--- config.mk ---
export PLATFORM = sky130hd
export DESIGN_NAME = card_slot_buffer_flat
export DESIGN_NICKNAME = d
export VERILOG_FILES = /design/src/rtl/card_slot_buffer_pkg.sv /design/src/rtl/card_slot_buffer_if.sv /design/src/rtl/card_slot_buffer_slot_popcount.sv /design/src/rtl/card_slot_buffer.sv /design/src/flat_wrapper.sv
export SDC_FILE = /design/constraint.sdc
export NUM_CORES = 1
export LEC_CHECK = 0
export ABC_AREA = 1
export ABC_CLOCK_PERIOD_IN_PS = 4400
export BUFFER_PORTS_ARGS = -buffer_cell sky130_fd_sc_hd__buf_2
export CAP_MARGIN = 30
export CORE_MARGIN = 1
export CORE_UTILIZATION = 40
export CTS_BUF_LIST = sky130_fd_sc_hd__clkbuf_8
export CTS_CLUSTER_SIZE = 16
export DETAILED_ROUTE_END_ITERATION = 10
export GPL_ROUTABILITY_DRIVEN = 0
export PLACE_DENSITY = 0.69
export SETUP_SLACK_MARGIN = 0.02
export SLEW_MARGIN = 20
export SYNTH_ARGS = -nofsm -noshare
export SYNTH_HDL_FRONTEND = slang
export SYNTH_HIERARCHICAL = 1
export SYNTH_SLANG_ARGS = --single-unit
--- constraint.sdc ---
create_clock -name clk -period 4.4 [get_ports clk]
set_input_delay 0.66 -clock clk [delete_from_list [all_inputs] [get_ports clk]]
set_output_delay 0.66 -clock clk [all_outputs]
set_load 0.02 [all_outputs]
--- src/rtl/card_slot_buffer_pkg.sv ---
// Shared constants for the card slot buffer, the VGA controller and the software memory map.
package card_slot_buffer_pkg;

    localparam int SLOTS      = 6;
    localparam int BASE_ADDR  = 16;
    localparam int CTRL_ADDR  = BASE_ADDR + SLOTS;
    localparam int EMPTY_CARD = 0;
    localparam int MAX_CARD   = 52;
    localparam int CARD_W     = 6;
    localparam int COUNT_W    = 4;

    localparam int CLR_BIT    = 0;
    localparam int ERRCLR_BIT = 1;

    typedef logic [CARD_W-1:0] card_t;

endpackage

--- src/rtl/card_slot_buffer_if.sv ---
// Processor store port, frame pulse and VGA read/status signals of the card slot buffer.
interface card_slot_buffer_if;
    import card_slot_buffer_pkg::*;

    logic               wEn;
    logic [31:0]        wAddr;
    logic [31:0]        wData;
    logic               screenEnd;
    logic [31:0]        RAMaddr;
    logic [31:0]        cardIndex;
    logic [COUNT_W-1:0] cardCount;
    logic               pending;
    logic               err;

    modport master (
        output wEn, wAddr, wData, screenEnd, RAMaddr,
        input  cardIndex, cardCount, pending, err
    );

    modport slave (
        input  wEn, wAddr, wData, screenEnd, RAMaddr,
        output cardIndex, cardCount, pending, err
    );

endinterface

--- src/rtl/card_slot_buffer_slot_popcount.sv ---
// Combinational count of nonzero card slots; the parent registers the result.
module card_slot_buffer_slot_popcount
    import card_slot_buffer_pkg::*;
#(
    parameter int N_SLOTS = SLOTS,
    parameter int W       = CARD_W
) (
    input  logic [N_SLOTS-1:0][W-1:0] i_slots,
    output logic [COUNT_W-1:0]        o_count
);

    logic [N_SLOTS-1:0] w_nonzero;

    generate
        for (genvar gi = 0; gi < N_SLOTS; gi++) begin : g_nz
            assign w_nonzero[gi] = |i_slots[gi];
        end
    endgenerate

    always_comb begin
        logic [COUNT_W-1:0] w_acc;
        w_acc = '0;
        for (int k = 0; k < N_SLOTS; k++) begin
            w_acc = w_acc + COUNT_W'(w_nonzero[k]);
        end
        o_count = w_acc;
    end

endmodule

--- src/rtl/card_slot_buffer.sv ---
// Double-banked card index store: processor writes staging, screenEnd copies staging into the
// display bank read combinationally by the VGA controller, so a hand never changes mid-frame.
module card_slot_buffer
    import card_slot_buffer_pkg::*;
(
    input logic               clk,
    input logic               reset,
    card_slot_buffer_if.slave bus
);

    card_t              r_staging [SLOTS];
    card_t              r_display [SLOTS];
    card_t              w_staging_next [SLOTS];
    logic [COUNT_W-1:0] r_card_count;
    logic               r_pending;
    logic               r_err;

    logic               w_slot_hit;
    logic               w_ctrl_hit;
    logic               w_card_ok;
    logic               w_rd_hit;
    logic               w_differ;
    logic [31:0]        w_wr_off;
    logic [31:0]        w_rd_off;
    card_t              w_rd_card;
    logic [COUNT_W-1:0] w_pop;
    logic [SLOTS-1:0][CARD_W-1:0] w_display_flat;

    // Full 32-bit range checks so addresses below BASE_ADDR cannot wrap into a slot.
    assign w_slot_hit = bus.wEn && (bus.wAddr >= 32'(BASE_ADDR))
                                && (bus.wAddr <  32'(BASE_ADDR + SLOTS));
    assign w_ctrl_hit = bus.wEn && (bus.wAddr == 32'(CTRL_ADDR));
    assign w_card_ok  = (bus.wData <= 32'(MAX_CARD));
    assign w_wr_off   = bus.wAddr - 32'(BASE_ADDR);

    assign w_rd_hit   = (bus.RAMaddr >= 32'(BASE_ADDR))
                     && (bus.RAMaddr <  32'(BASE_ADDR + SLOTS));
    assign w_rd_off   = bus.RAMaddr - 32'(BASE_ADDR);

    always_comb begin
        for (int k = 0; k < SLOTS; k++) begin
            w_staging_next[k] = r_staging[k];
            if (w_ctrl_hit && bus.wData[CLR_BIT]) begin
                w_staging_next[k] = card_t'(EMPTY_CARD);
            end else if (w_slot_hit && w_card_ok && (w_wr_off == 32'(k))) begin
                w_staging_next[k] = bus.wData[CARD_W-1:0];
            end
        end
    end

    // Compare against what display will hold after this edge; a commit takes pre-write staging.
    always_comb begin
        w_differ = 1'b0;
        for (int k = 0; k < SLOTS; k++) begin
            if (w_staging_next[k] != (bus.screenEnd ? r_staging[k] : r_display[k])) begin
                w_differ = 1'b1;
            end
        end
    end

    always_ff @(posedge clk or posedge reset) begin
        if (reset) begin
            for (int k = 0; k < SLOTS; k++) begin
                r_staging[k] <= '0;
                r_display[k] <= '0;
            end
        end else begin
            for (int k = 0; k < SLOTS; k++) begin
                r_staging[k] <= w_staging_next[k];
                if (bus.screenEnd) begin
                    r_display[k] <= r_staging[k];
                end
            end
        end
    end

    always_ff @(posedge clk or posedge reset) begin
        if (reset) begin
            r_err        <= 1'b0;
            r_pending    <= 1'b0;
            r_card_count <= '0;
        end else begin
            if (w_slot_hit && !w_card_ok) begin
                r_err <= 1'b1;
            end else if (w_ctrl_hit && bus.wData[ERRCLR_BIT]) begin
                r_err <= 1'b0;
            end
            r_pending    <= w_differ;
            r_card_count <= w_pop;
        end
    end

    generate
        for (genvar gi = 0; gi < SLOTS; gi++) begin : g_flat
            assign w_display_flat[gi] = r_display[gi];
        end
    endgenerate

    card_slot_buffer_slot_popcount #(
        .N_SLOTS (SLOTS),
        .W       (CARD_W)
    ) u_popcount (
        .i_slots (w_display_flat),
        .o_count (w_pop)
    );

    always_comb begin
        w_rd_card = card_t'(EMPTY_CARD);
        for (int k = 0; k < SLOTS; k++) begin
            if (w_rd_hit && (w_rd_off == 32'(k))) begin
                w_rd_card = r_display[k];
            end
        end
    end

    assign bus.cardIndex = 32'(w_rd_card);
    assign bus.cardCount = r_card_count;
    assign bus.pending   = r_pending;
    assign bus.err       = r_err;

endmodule
--- src/flat_wrapper.sv ---
// flat-port wrapper written by rule: the top's interface ports become plain ports
module card_slot_buffer_flat import card_slot_buffer_pkg::*;
  (clk, reset, bus_wEn, bus_wAddr, bus_wData, bus_screenEnd, bus_RAMaddr, bus_cardIndex, bus_cardCount, bus_pending, bus_err);
  card_slot_buffer_if bus_i ();
  input logic clk;
  input logic reset;
  input wire logic [$bits(bus_i.wEn)-1:0] bus_wEn;
  input wire logic [$bits(bus_i.wAddr)-1:0] bus_wAddr;
  input wire logic [$bits(bus_i.wData)-1:0] bus_wData;
  input wire logic [$bits(bus_i.screenEnd)-1:0] bus_screenEnd;
  input wire logic [$bits(bus_i.RAMaddr)-1:0] bus_RAMaddr;
  output wire logic [$bits(bus_i.cardIndex)-1:0] bus_cardIndex;
  output wire logic [$bits(bus_i.cardCount)-1:0] bus_cardCount;
  output wire logic [$bits(bus_i.pending)-1:0] bus_pending;
  output wire logic [$bits(bus_i.err)-1:0] bus_err;
  assign bus_i.wEn = bus_wEn;
  assign bus_i.wAddr = bus_wAddr;
  assign bus_i.wData = bus_wData;
  assign bus_i.screenEnd = bus_screenEnd;
  assign bus_i.RAMaddr = bus_RAMaddr;
  assign bus_cardIndex = bus_i.cardIndex;
  assign bus_cardCount = bus_i.cardCount;
  assign bus_pending = bus_i.pending;
  assign bus_err = bus_i.err;
  card_slot_buffer u_core (.clk(clk), .reset(reset), .bus(bus_i));
endmodule
==> results.json <==
{
  "grt_pass1_vias": 4989,
  "worstSetupEndpoint": "bus_cardIndex[2]",
  "dr_total_vias": 5516,
  "synth_top_family_by_area": "simple AND/OR/NAND/NOR gates",
  "synthSimpleGateAreaFrac": 0.401,
  "core_area_mm2": 0.0132,
  "fin_setup_tns_ns": 0,
  "layout-drive-gt1-share": 0.174,
  "worst_slack_ns": 0.873,
  "r2r-start": "u_core/r_display[24]",
  "synth_seq_area_share": 0.359,
  "clock_latency_ns": 0.35,
  "slew_violations": 0,
  "hold_viol_final": 0,
  "cp_max_fo": 12,
  "yosys_register_bits": 78,
  "power_density_mw_per_mm2": 211,
  "multi_input_area_mm2": 0.00268,
  "antenna_left": 0,
  "cts_buffers": 9,
  "area_growth_pct": 14.7,
  "avgSynthCellArea_um2": 6.51,
  "synthAdderAreaFrac": 0.0133,
  "worstSetupPathType": "input port to primary output",
  "netlist_area_mm2": 0.00544,
  "ios": 138,
  "place_ws_ns": 0.892,
  "vias_per_cell": 4.92,
  "p_sw_frac": 0.262,
  "die_h_um": 119,
  "ff_latch_area_mm2": 0.00195,
  "grt-ovfl-total": 0,
  "outcome": "finished, final reports clean",
  "startpoint": "bus_RAMaddr[12]",
  "routed_wl_um": 14400,
  "crit_path_frequent_cell": "nand3_1",
  "comb_power_share": 0.097,
  "finalClockSkew_ns": 0.0102,
  "die_w_um": 119,
  "cts.htree.levels": 3,
  "ir_worst_vdd_mv": 0.129,
  "cts.sinks": 78,
  "internal-power_mw": 0.974,
  "crit_required_ns": 3.74,
  "synth-compound-area-share": 0.0564,
  "diodes": 0,
  "cts_resized": 0,
  "r2r_end": "u_core/bus.cardCount[1]",
  "crit_arrival_ns": 2.87,
  "finalSetupViolCount": 0,
  "wire_per_inst_um": 12.9,
  "hp-class": "input port to asynchronous set/reset pin",
  "design.die.area_mm2": 0.0141,
  "grt_first_pass_wirelength_um": 23800,
  "cp_slowest_cell": "nand3_1",
  "post-route-period-util": 0.801,
  "fmax_mhz": 284,
  "holdBufCountCts": 0,
  "grt_use_total": 0.214,
  "slowest_delay_ns": 0.39,
  "clk_path_buf_depth": 2,
  "p_clk_frac": 0.360,
  "nets": 1046,
  "initial_core_util": 0.411,
  "synth-xor-area-share": 0.00322,
  "startpoint_type": "input port",
  "clkTransAtPathRegs_ns": 0.08,
  "leakagePower_nw": 3.10,
  "rrSetupSlack_ns": 1.72,
  "port_buffers": 111,
  "drcViolationCount": 0,
  "fillers": 1431,
  "cts-root-buf": "clkbuf_8",
  "post-route-util": 0.471,
  "dp_hpwl_um": 11000,
  "post-cts-setup-buffers": 0,
  "reg2reg_depth": 7,
  "fp-row-count": 42,
  "synthCells": 836,
  "switchingPower_mw": 0.345,
  "cts_tree": "done",
  "antenna_found_initial": 0,
  "path_cells": "buf_2 > nor4_1 > nand3_1 > nor2_1 > nand3_1 > nor2_2 > nand3_1 > nand3_1 > o21ai_0 > nand2_1 > nand2_1 > a21oi_1 > buf_2",
  "worst_pin_slew_ns": 0.880,
  "worst_setup_path_end_kind": "primary output",
  "slew_headroom": 0.409,
  "synth_mux_area_frac": 0,
  "grt_max_degree": 62,
  "drtIter0Drc": 403,
  "finalPower_mw": 1.32,
  "layout_commonest_cell": "nand2_1",
  "ys_warn_count": 6,
  "drv_cap": 0,
  "final_cell_mix": "nand2_1 (231), inv_1 (145), buf_2 (111)",
  "rsz0062_at_grt": "false",
  "fin_crit_ns": 3.53,
  "seqPwrFrac": 0.543,
  "ys_types": 33,
  "first_pass_iters": 6
}
worst min path at each step:
stage                     cells past startpoint  slack, ns                       to
final                                         2       0.25  u_core/bus.cardCount[2]
after global routing                          2       0.26  u_core/bus.cardCount[2]
after CTS                                     2       0.48      u_core/r_staging[3]
after detailed placement                      2       0.47           u_core/bus.err
after global placement                        2       0.47           u_core/bus.err
after floorplan                               2       0.52      u_core/r_display[7]
sequential cells by signal (all words and copies together) (netlist names):
signal and cells:
u_core/r_display 36, u_core/r_staging 36, u_core/bus.cardCount 4, u_core/bus.err 1, u_core/bus.pending 1
power by group through the flow:
stage / registers, mW / clock network, mW / logic, mW
after floorplan: 0.732 / 0 / 0.0806
after global placement: 0.731 / 0 / 0.125
after detailed placement: 0.731 / 0 / 0.126
after CTS: 0.717 / 0.489 / 0.126
after global routing: 0.717 / 0.521 / 0.142
final: 0.717 / 0.475 / 0.128
worst max-delay path: cells and delay by family:
family / cells / cell delay [ns]
AND/OR/NAND/NOR: 9 / 1.70
AO/OA/AOI/OAI: 2 / 0.23
buffers and inverters: 2 / 0.27
layout make-up:
class | instances | area share
Inverter | 156 | 0.0940
Sequential cell | 78 | 0.313
Clock inverter | 5 | 0.00441
Multi-Input combinational cell | 577 | 0.430
Tap cell | 176 | 0.0353
Timing Repair Buffer | 120 | 0.102
Clock buffer | 10 | 0.0221
kinds of logic after synthesis:
family | Yosys count
buffers and inverters | 206
adder cells (fa/ha/maj) | 4
flip-flops | 78
AO/OA/AOI/OAI | 60
AND/OR/NAND/NOR | 484
XOR/XNOR | 2
other | 2
synth_stat cells (all sizes together):
| cell | number | area [µm²] |
|---|---|---|
| xor2 | 2 | 17.5 |
| nand3 | 74 | 413 |
| clkinv | 2 | 7.51 |
| a21oi | 13 | 65.1 |
| o21ai | 46 | 234 |
| inv | 154 | 578 |
| clkbuf | 15 | 56.3 |
| nor4 | 4 | 25.0 |
| buf | 35 | 260 |
| conb | 2 | 7.51 |
| o211ai | 1 | 7.51 |
| fa | 3 | 60.1 |
| dfrtp | 78 | 1950 |
| nor3b | 3 | 22.5 |
| nand4 | 54 | 338 |
| or2 | 7 | 43.8 |
| and2 | 2 | 12.5 |
| nand2 | 233 | 882 |
| nor2 | 100 | 398 |
| nor3 | 7 | 46.3 |
| ha | 1 | 12.5 |
through the flow:
| step | std cells | instance area, µm² | hold slack [ns] |
|---|---|---|---|
| 2_1_floorplan | 861 | 5530 | 0.516 |
| 3_3_place_gp | 1106 | 6060 | 0.473 |
| 3_5_place_dp | 1106 | 6060 | 0.472 |
| 4_1_cts | 1121 | 6220 | 0.481 |
| 5_1_grt | 1122 | 6240 | 0.258 |
| 6_report | 1122 | 6240 | 0.246 |
routing by layer:
| metal | up-vias | wire length (µm) | part of all wire | GRT usage |
|---|---|---|---|---|
| met5 | - | 0 | 0 | 0 |
| met4 | 0 | 253 | 0.018 | 0.0728 |
| met3 | 17 | 1230 | 0.085 | 0.0391 |
| met2 | 251 | 6530 | 0.45 | 0.343 |
| met1 | 2472 | 6420 | 0.44 | 0.289 |
| li1 | 2776 | - | - | - |
(Power assumes the default switching activity.)
